**src/rtl/qlm_pkg.sv**
```systemverilog
// rtl/qlm_pkg.sv - shared QLM mode encodings and leading-one detect helper
package qlm_pkg;

    localparam logic QLM_EXACT  = 1'b0;
    localparam logic QLM_APPROX = 1'b1;

    localparam int LOD_MAX_W = 64;

    // Index of the most significant set bit; 0 for a zero operand.
    function automatic logic [6:0] lod(input logic [LOD_MAX_W-1:0] a);
        logic [6:0] idx;
        idx = '0;
        for (int i = 0; i < LOD_MAX_W; i++) begin
            if (a[i]) begin
                idx = 7'(i);
            end
        end
        return idx;
    endfunction

endpackage

```
**src/rtl/qlm_log_core.sv**
```systemverilog
// rtl/qlm_log_core.sv - combinational Mitchell log-add and antilog halves
module qlm_log_core #(
    parameter int W      = 16,
    parameter int FRAC_W = 6
) (
    input  logic [W-1:0]          a,
    input  logic [W-1:0]          b,
    input  logic [$clog2(W)-1:0]  ka,
    input  logic [$clog2(W)-1:0]  kb,
    output logic [FRAC_W:0]       s_sum,
    output logic [$clog2(W):0]    k_sum,
    output logic                  zero,
    input  logic [FRAC_W:0]       al_s,
    input  logic [$clog2(W):0]    al_k,
    output logic [2*W-1:0]        al_p
);

    localparam int KW  = $clog2(W);
    localparam int KSW = KW + 1;
    localparam int PW  = 2 * W;
    localparam int AW  = 2 * W + FRAC_W + 2;

    logic [W-1:0]      a_frac;
    logic [W-1:0]      b_frac;
    logic [FRAC_W-1:0] fa;
    logic [FRAC_W-1:0] fb;
    logic [KSW-1:0]    k_inc;
    logic [AW-1:0]     mant;

    // Fraction below the leading one, left-aligned to FRAC_W bits with truncation.
    always_comb begin
        a_frac = a & ~(W'(1) << ka);
        b_frac = b & ~(W'(1) << kb);
        fa     = FRAC_W'({a_frac, {FRAC_W{1'b0}}} >> ka);
        fb     = FRAC_W'({b_frac, {FRAC_W{1'b0}}} >> kb);
        s_sum  = {1'b0, fa} + {1'b0, fb};
        k_sum  = KSW'(ka) + KSW'(kb);
        zero   = (a == '0) || (b == '0);
    end

    // A carry out of the fraction sum bumps the characteristic by one.
    always_comb begin
        k_inc = al_k + KSW'(1);
        if (al_s[FRAC_W]) begin
            mant = AW'(al_s) << k_inc;
        end else begin
            mant = AW'({1'b1, al_s[FRAC_W-1:0]}) << al_k;
        end
        al_p = PW'(mant >> FRAC_W);
    end

endmodule

```
**src/rtl/qlm_mult_pipe.sv**
```systemverilog
// rtl/qlm_mult_pipe.sv - pipelined exact/Mitchell multiplier with valid/ready and tag
module qlm_mult_pipe
    import qlm_pkg::*;
#(
    parameter int W      = 16,
    parameter int FRAC_W = 6,
    parameter int STAGES = 3,
    parameter int SIGNED = 0,
    parameter int TAG_W  = 4
) (
    input  logic             clk,
    input  logic             rst,
    input  logic             in_valid,
    output logic             in_ready,
    input  logic [W-1:0]     x,
    input  logic [W-1:0]     y,
    input  logic             in_mode,
    input  logic [TAG_W-1:0] in_tag,
    output logic             out_valid,
    input  logic             out_ready,
    output logic [2*W-1:0]   p_out,
    output logic             out_mode,
    output logic [TAG_W-1:0] out_tag
);

    localparam int KW  = $clog2(W);
    localparam int KSW = KW + 1;
    localparam int PW  = 2 * W;
    localparam int D   = STAGES - 2;
    localparam int MW  = 3 + TAG_W + PW + (FRAC_W + 1) + KSW + 1;

    if (W < 4 || W > LOD_MAX_W) begin : g_bad_w
        $error("qlm_mult_pipe: W out of range");
    end
    if (FRAC_W < 1 || FRAC_W > W - 1) begin : g_bad_frac
        $error("qlm_mult_pipe: FRAC_W out of range");
    end
    if (STAGES < 2 || STAGES > 6) begin : g_bad_stages
        $error("qlm_mult_pipe: STAGES out of range");
    end
    if (SIGNED != 0 && SIGNED != 1) begin : g_bad_signed
        $error("qlm_mult_pipe: SIGNED must be 0 or 1");
    end
    if (TAG_W < 1) begin : g_bad_tag
        $error("qlm_mult_pipe: TAG_W must be at least 1");
    end

    logic adv;

    logic             v1_q, v1_d;
    logic             mode1_q, mode1_d;
    logic             neg1_q, neg1_d;
    logic [W-1:0]     a1_q, a1_d;
    logic [W-1:0]     b1_q, b1_d;
    logic [KW-1:0]    ka1_q, ka1_d;
    logic [KW-1:0]    kb1_q, kb1_d;
    logic [TAG_W-1:0] tag1_q, tag1_d;
    logic [W-1:0]     x_mag;
    logic [W-1:0]     y_mag;

    logic             out_valid_q, out_valid_d;
    logic [PW-1:0]    p_out_q, p_out_d;
    logic             out_mode_q, out_mode_d;
    logic [TAG_W-1:0] out_tag_q, out_tag_d;

    // Whole pipe moves as one unit; a held output freezes every stage.
    assign adv      = !out_valid_q || out_ready;
    assign in_ready = adv;

    // Stage 1: capture, magnitude and leading-one detect.
    always_comb begin
        x_mag   = ((SIGNED != 0) && x[W-1]) ? (~x + W'(1)) : x;
        y_mag   = ((SIGNED != 0) && y[W-1]) ? (~y + W'(1)) : y;
        v1_d    = v1_q;
        mode1_d = mode1_q;
        neg1_d  = neg1_q;
        a1_d    = a1_q;
        b1_d    = b1_q;
        ka1_d   = ka1_q;
        kb1_d   = kb1_q;
        tag1_d  = tag1_q;
        if (adv) begin
            v1_d    = in_valid;
            mode1_d = in_mode;
            neg1_d  = (SIGNED != 0) && (x[W-1] ^ y[W-1]);
            a1_d    = x_mag;
            b1_d    = y_mag;
            ka1_d   = KW'(lod(LOD_MAX_W'(x_mag)));
            kb1_d   = KW'(lod(LOD_MAX_W'(y_mag)));
            tag1_d  = in_tag;
        end
    end

    always_ff @(posedge clk or posedge rst) begin
        if (rst) begin
            v1_q    <= 1'b0;
            mode1_q <= 1'b0;
            neg1_q  <= 1'b0;
            a1_q    <= '0;
            b1_q    <= '0;
            ka1_q   <= '0;
            kb1_q   <= '0;
            tag1_q  <= '0;
        end else begin
            v1_q    <= v1_d;
            mode1_q <= mode1_d;
            neg1_q  <= neg1_d;
            a1_q    <= a1_d;
            b1_q    <= b1_d;
            ka1_q   <= ka1_d;
            kb1_q   <= kb1_d;
            tag1_q  <= tag1_d;
        end
    end

    logic [PW-1:0]    m_prod;
    logic [FRAC_W:0]  m_s;
    logic [KSW-1:0]   m_k;
    logic             m_zero;
    logic [MW-1:0]    mid_pack;
    logic [MW-1:0]    mid_tail;

    logic             t_v;
    logic             t_mode;
    logic             t_neg;
    logic [TAG_W-1:0] t_tag;
    logic [PW-1:0]    t_prod;
    logic [FRAC_W:0]  t_s;
    logic [KSW-1:0]   t_k;
    logic             t_zero;
    logic [PW-1:0]    t_alp;
    logic [PW-1:0]    mag;
    logic [PW-1:0]    res;

    qlm_log_core #(
        .W      (W),
        .FRAC_W (FRAC_W)
    ) u_core (
        .a     (a1_q),
        .b     (b1_q),
        .ka    (ka1_q),
        .kb    (kb1_q),
        .s_sum (m_s),
        .k_sum (m_k),
        .zero  (m_zero),
        .al_s  (t_s),
        .al_k  (t_k),
        .al_p  (t_alp)
    );

    // Middle: both the exact product and the log sum are carried; mode picks at the end.
    assign m_prod   = PW'(a1_q) * PW'(b1_q);
    assign mid_pack = {v1_q, mode1_q, neg1_q, tag1_q, m_prod, m_s, m_k, m_zero};

    if (D == 0) begin : g_no_mid
        assign mid_tail = mid_pack;
    end else begin : g_mid
        logic [MW-1:0] mid_q [D];
        logic [MW-1:0] mid_d [D];

        always_comb begin
            for (int i = 0; i < D; i++) begin
                mid_d[i] = mid_q[i];
            end
            if (adv) begin
                mid_d[0] = mid_pack;
                for (int i = 1; i < D; i++) begin
                    mid_d[i] = mid_q[i-1];
                end
            end
        end

        always_ff @(posedge clk or posedge rst) begin
            if (rst) begin
                for (int i = 0; i < D; i++) begin
                    mid_q[i] <= '0;
                end
            end else begin
                for (int i = 0; i < D; i++) begin
                    mid_q[i] <= mid_d[i];
                end
            end
        end

        assign mid_tail = mid_q[D-1];
    end

    assign {t_v, t_mode, t_neg, t_tag, t_prod, t_s, t_k, t_zero} = mid_tail;

    // Last stage: antilog select, sign apply (zero stays zero), output registers.
    always_comb begin
        mag         = (t_mode == QLM_APPROX) ? (t_zero ? '0 : t_alp) : t_prod;
        res         = (t_neg && (mag != '0)) ? (~mag + PW'(1)) : mag;
        out_valid_d = out_valid_q;
        p_out_d     = p_out_q;
        out_mode_d  = out_mode_q;
        out_tag_d   = out_tag_q;
        if (adv) begin
            out_valid_d = t_v;
            p_out_d     = res;
            out_mode_d  = t_mode;
            out_tag_d   = t_tag;
        end
    end

    always_ff @(posedge clk or posedge rst) begin
        if (rst) begin
            out_valid_q <= 1'b0;
            p_out_q     <= '0;
            out_mode_q  <= 1'b0;
            out_tag_q   <= '0;
        end else begin
            out_valid_q <= out_valid_d;
            p_out_q     <= p_out_d;
            out_mode_q  <= out_mode_d;
            out_tag_q   <= out_tag_d;
        end
    end

    assign out_valid = out_valid_q;
    assign p_out     = p_out_q;
    assign out_mode  = out_mode_q;
    assign out_tag   = out_tag_q;

endmodule
```
**config.mk**
```make
export PLATFORM = sky130hd
export DESIGN_NAME = qlm_mult_pipe
export DESIGN_NICKNAME = d
export VERILOG_FILES = /design/src/rtl/qlm_pkg.sv /design/src/rtl/qlm_log_core.sv /design/src/rtl/qlm_mult_pipe.sv
export SDC_FILE = /design/constraint.sdc
export NUM_CORES = 1
export LEC_CHECK = 0
export BUFFER_PORTS_ARGS = -buffer_cell sky130_fd_sc_hd__buf_2
export CORE_MARGIN = 10
export CORE_UTILIZATION = 30
export DETAILED_ROUTE_END_ITERATION = 7
export GPL_ROUTABILITY_DRIVEN = 0
export GPL_TIMING_DRIVEN = 0
export REMOVE_ABC_BUFFERS = 1
export SLEW_MARGIN = 20
export SYNTH_ARGS = -nofsm -noshare
export SYNTH_HDL_FRONTEND = slang
export SYNTH_SLANG_ARGS = --single-unit
```
**constraint.sdc**
```tcl
create_clock -name clk -period 13.1 [get_ports clk]
set_clock_uncertainty 0.15 [all_clocks]
set_input_delay 0 -clock clk [delete_from_list [all_inputs] [get_ports clk]]
set_output_delay 0 -clock clk [all_outputs]
set_load 0.05 [all_outputs]
```
Word level (Yosys, flattened, before mapping)
Cells that the tools add are included.
{"block": "word_totals", "regBits": 135, "input_bits": 41, "output_inout_bits": 39, "elab_cells": 64}
{"block": "classes", "n_addsub": 3, "multipliers": 1, "n_shift": 6, "mux": 33, "bitwise": 4, "reduce_logical": 5}
{"operator": "two-way mux 4 bit", "n": 28}
{"operator": "<< shifter 7 x 5 -> 38 bit", "n": 2}
{"operator": "two-way mux 32 bit", "n": 2}
{"operator": ">> shifter 22 x 4 -> 6 bit", "n": 2}
{"operator": "two-way mux 38 bit", "n": 1}
{"operator": "bitwise AND 16 bit", "n": 2}
{"operator": "logical NOT 16 bit", "n": 2}
{"operator": "multiplier 16 x 16 -> 32 bit", "n": 1}
{"operator": "NOT 16 bit", "n": 2}
{"operator": "<< shifter 1 x 4 -> 16 bit, first input constant", "n": 2}
{"operator": "adder 6 x 6 -> 7 bit", "n": 1}
{"operator": "adder 4 x 4 -> 5 bit", "n": 1}
{"operator": "adder 5 x 1 -> 5 bit, second input constant", "n": 1}
{"operator": "logical OR 1 bit", "n": 2}
{"operator": "two-way mux 1 bit", "n": 2}
{"operator": "logical NOT 1 bit", "n": 1}

Logic depth before layout (Yosys ltp)
{"block": "logic_depth", "word_depth": 15, "mapped_depth": 23, "depth_no_buf": 20}

Cells and area by module
From an unflattened synthesis, not the netlist that was laid out.
{"block": "hier_totals", "cells_unflattened": 1949, "area_unflattened_um2": 16714.8}
{"mod": "qlm_mult_pipe", "instances": 1, "cells_per_inst": 1584, "area_per_inst_um2": 14008.4, "seq_area_each_um2": 3378.2}
{"mod": "qlm_log_core", "instances": 1, "cells_per_inst": 365, "area_per_inst_um2": 2706.3, "seq_area_each_um2": 0.0}

Least setup slack after synthesis
Ideal clock, no wire load.
{"block": "synth_timing", "kind": "register to register", "start": "reg b1_q[7]", "end": "reg g_mid.mid_q[43] in the netlist's numbering", "setup_ns": 0.137, "arrival_ns": 5.595, "required_time_ns": 12.813, "path_slack_ns": 7.218, "path_stages_with_launch": 21, "n_path_buf": 3, "period_less_slack_ns": 5.882, "cell_sequence": "dfrtp_1 clkbuf_1 clkbuf_1 nand2_1 fa_1 fa_1 inv_1 fa_1 fa_1 fa_1 inv_1 fa_1 inv_1 ha_1 clkbuf_1 a21oi_1 o21ai_1 or4_1 o22a_1 xnor2_1 a21oi_1"}
{"block": "synth_between", "elab_chain_cells": 1}
{"item": "start, declared", "line": "qlm_mult_pipe.sv:54", "rtl": "logic [W-1:0] b1_q, b1_d;"}
{"item": "start signal, assigned", "line": "qlm_mult_pipe.sv:100", "rtl": "b1_q <= '0;"}
{"item": "start signal, assigned", "line": "qlm_mult_pipe.sv:109", "rtl": "b1_q <= b1_d;"}
{"item": "multiplier 16 x 16 -> 32 bit", "line": "qlm_mult_pipe.sv:152", "rtl": "assign m_prod = PW'(a1_q) * PW'(b1_q);"}
{"item": "end signal, assigned by index", "line": "qlm_mult_pipe.sv:180", "rtl": "mid_q[i] <= mid_d[i];"}
{"item": "end, declared", "line": "qlm_mult_pipe.sv:158", "rtl": "logic [MW-1:0] mid_q [D];"}
No other way between the ends.
A chain may end at the register's enable or synchronous reset.

Worst setup path after layout
{"block": "layout_timing", "start": "reg a1_q[9]", "end": "reg g_mid.mid_q[41] in the netlist's numbering"}
{"block": "layout_between", "elab_chain_cells": 1}
{"item": "start, declared", "line": "qlm_mult_pipe.sv:53", "rtl": "logic [W-1:0] a1_q, a1_d;"}
{"item": "start signal, assigned", "line": "qlm_mult_pipe.sv:99", "rtl": "a1_q <= '0;"}
{"item": "start signal, assigned", "line": "qlm_mult_pipe.sv:108", "rtl": "a1_q <= a1_d;"}
{"item": "multiplier 16 x 16 -> 32 bit", "line": "qlm_mult_pipe.sv:152"}
No other way between the ends.

==> results.yml <==
flow_run:
  maxCapViolations: 0
worst_setup_path:
  cp_cell_sequence: "nand2_1, fa_1, fa_1, fa_1, fa_1, inv_1, fa_1, inv_1, fa_1, inv_1, ha_1, a21oi_1, o21ai_0, a21oi_1, o21ai_2, o41ai_2, xnor2_1, a21oi_1"
  crit_type: "register to register"
  crit_start: "a1_q[9]"
  reg2reg_slack_ps: 6560
  arrival_ps: 6700
  worstPathMaxFanout: 20
  r2r-start: "a1_q[9]"
  cp.depth: 18
  r2r_end: "g_mid.mid_q[41]"
  critPathRequiredTime_ps: 13260
  reg2reg_depth: 18
  cp_common_cell: "fa_1"
  cp-start-kind: "register"
  path_buf_inv: 3
  cpMaxStageDelayCell: "dfrtp_1"
  critPathTopFamily: "adder cells"
  endpoint_kind: "register"
  slowest_delay_ps: 1040
  cp-endpoint: "g_mid.mid_q[41]"
finish:
  drive_gt1_share_pct: 8.20
  design_area_sq_um: 18900
  layout.nets: 2351
  area_growth_pct: 14.2
clocking:
  clock_latency_ps: 440
  cts-root-buf: "clkbuf_16"
  cts_tree: "done"
  clk_pin_slew_ps: 80
  ctsResizeCount: 0
  clock_sinks: 135
  post_cts_buffers: 0
  htreeDepth: 4
  numCtsBuffers: 17
  clock_path_buffers: 2
  postCtsHoldBufs: 77
placed_design:
  portBuffers: 79
  dpl-instance-area_sq_um: 17500
  hpwl_microns: 33600
sta:
  fmax_ghz: 0.153
  finalSetupViolCount: 0
  period_share_pct: 49.9
  slew_headroom_pct: 28.7
  period_minus_slack_ps: 6540
  hold_viol_final: 0
  rsz0062_at_grt: "false"
  maxSlewViolCount: 0
  worst_slew_pin_slew_ps: 1070
  tns_ps: 0
route:
  routed-wl-met3_microns: 2960
  drt_iter0_drc: 992
  drt_pass1_iterations: 6
  vias_per_cell: 5.08
  ant_nets: 0
  vias: 13800
  route.detailed.drc: 0
  routed_wl_microns: 46400
  dr_wl_met2_microns: 21800
  route.layer.met1.wl_microns: 20400
  wire_per_inst_microns: 17.1
  top_layer: "met4"
synthesis:
  ys_warn_count: 0
  yosysSeqAreaShare_pct: 20.5
  synth_area_sq_um: 16500
  syn_avg_cell_area_sq_um: 8.50
  synth_edf_count: 0
  ys_async_sr_fraction_pct: 100
  synth_cell_types: 74
  synth_seq_cells: 135
  synth_ff_type: "dfrtp_1"
  syn_inst: 1943
die:
  die_y_microns: 255
  die_w_microns: 255
  rows: 85
  start_util_pct: 30.5
  ioPinCount: 80
  core-area_sq_um: 54100
  die_area_sq_um: 64800
status:
  status: "complete, no violations"
global_routing:
  grt_pass1_vias: 14400
  antenna_found_initial: 1
  overflow: 0
  grt_max_degree: 110
  grt_use_total_pct: 14.6
  grt_pass1_wl_microns: 76000
hold_path:
  hp-class: "input pin to register"
-- metal layers --
metal,global-route usage [%],vias up
met5,0,-
met4,4.73,0
met3,2.22,79
met2,24.2,428
met1,19.0,6849
li1,-,6405
-- cells in the mapped netlist, types with 4 or more instances --
library cell | n | share of area [%]
a211oi_1 | 10 | 0.45
a21o_1 | 13 | 0.59
a21oi_1 | 98 | 3.0
a221o_1 | 6 | 0.36
a221oi_1 | 18 | 0.95
a22o_1 | 6 | 0.32
a22oi_1 | 6 | 0.27
a31oi_1 | 11 | 0.42
a32oi_1 | 5 | 0.27
and2_1 | 130 | 4.9
and3_1 | 9 | 0.34
buf_1 | 13 | 0.30
buf_2 | 6 | 0.18
buf_4 | 4 | 0.18
clkbuf_1 | 103 | 2.3
dfrtp_1 | 135 | 20
fa_1 | 196 | 24
ha_1 | 116 | 8.8
inv_1 | 244 | 5.5
mux2_2 | 18 | 1.2
mux2i_1 | 37 | 2.2
mux4_2 | 6 | 0.82
nand2_1 | 364 | 8.3
nand2b_1 | 10 | 0.38
nand3_1 | 18 | 0.55
nand4_1 | 5 | 0.19
nor2_1 | 119 | 2.7
nor2b_1 | 15 | 0.57
nor3_1 | 19 | 0.58
nor4_1 | 10 | 0.38
o211ai_1 | 5 | 0.23
o21ai_0 | 57 | 1.7
o21ai_1 | 8 | 0.24
o21bai_1 | 8 | 0.36
o22ai_1 | 19 | 0.72
o31ai_1 | 4 | 0.18
o32ai_1 | 5 | 0.27
xnor2_1 | 16 | 0.85
xor2_1 | 17 | 0.90
-- cell usage in the layout, fill, tap and decap left out, types with 6 or more instances in the layout --
cell type and n:
clkinv_8 6, a21oi_1 98, o21ai_0 57, buf_2 79, mux2_2 18, a221o_1 6
a22oi_1 6, ha_1 116, o22ai_1 19, o21bai_1 8, mux4_2 6, a21o_1 13
and3_1 9, nand2b_1 10, mux2i_1 37, and2_1 130, nand3_1 18, xnor2_1 16
nor4_1 10, a22o_1 6, nand2_1 364, o21ai_1 8, dlygate4sd3_1 77, a221oi_1 18
dfrtp_1 135, nor2b_1 14, inv_1 242, nor2_1 118, a31oi_1 11, nor3_1 19
a211oi_1 10, fa_1 196, clkbuf_16 17, xor2_1 17
-- registers in the layout (all words and copies together) (netlist names) --
| name | count |
|---|---|
| mode1_q | 1 |
| b1_q | 16 |
| ka1_q | 4 |
| out_valid | 1 |
| kb1_q | 4 |
| a1_q | 16 |
| p_out | 32 |
| out_tag | 4 |
| out_mode | 1 |
| g_mid.mid_q | 51 |
| v1_q | 1 |
| tag1_q | 4 |
-- through the flow --
step / utilization (%) / worst slack (ps) / hold slack (ps) / std cells
detailed placement: 32.3 / 6630 / -170 / 2598
CTS: 34.8 / 6600 / 141 / 2707
global route: 34.8 / 6250 / 184 / 2708
finish: 34.8 / 6560 / 142 / 2709
global placement: 31.9 / -2720 / 46.3 / 2591
floorplan: - / 2800 / -37.5 / 1816
-- final cells by class --
| type | instances | area [sq um] |
|---|---|---|
| clock buffers | 17 | 425 |
| clock inverters | 15 | 194 |
| inverters | 247 | 940 |
| well taps | 696 | 871 |
| repair buffers | 163 | 1340 |
| multi-input cells | 1434 | 11700 |
| flip-flops and latches | 135 | 3380 |
| diodes | 2 | 5.00 |
| fillers | 5493 | 35300 |
-- worst min path at each step --
stage	start	to	depth (start not counted)
after global routing	in_mode	mode1_q	4
after detailed placement	rst	out_tag[0]	2
after CTS	x[0]	a1_q[0]	4
after floorplan	in_mode	mode1_q	2
after global placement	in_tag[1]	tag1_q[1]	3
final	x[0]	a1_q[0]	4
-- tightest hold or removal path, cell delays in order --
cell	delay, ps
dlygate4sd3_1	520
buf_2	90
nand2_1	40
nand2_1	60
-- kinds of logic after synthesis --
family / after synthesis / share of synthesized area [%]
and+or+nand+nor: 714 / 19.6
buffers and inverters: 374 / 8.69
xor gates and xnor gates: 35 / 1.95
muxes: 63 / 4.47
adders and majority gates: 312 / 32.6
DFF: 135 / 20.5
AOI/OAI and AO/OA: 310 / 12.3
Power is left out: the tool's default activity adds up to more than one toggle a clock period on the data nets, which glitch-free logic cannot reach.
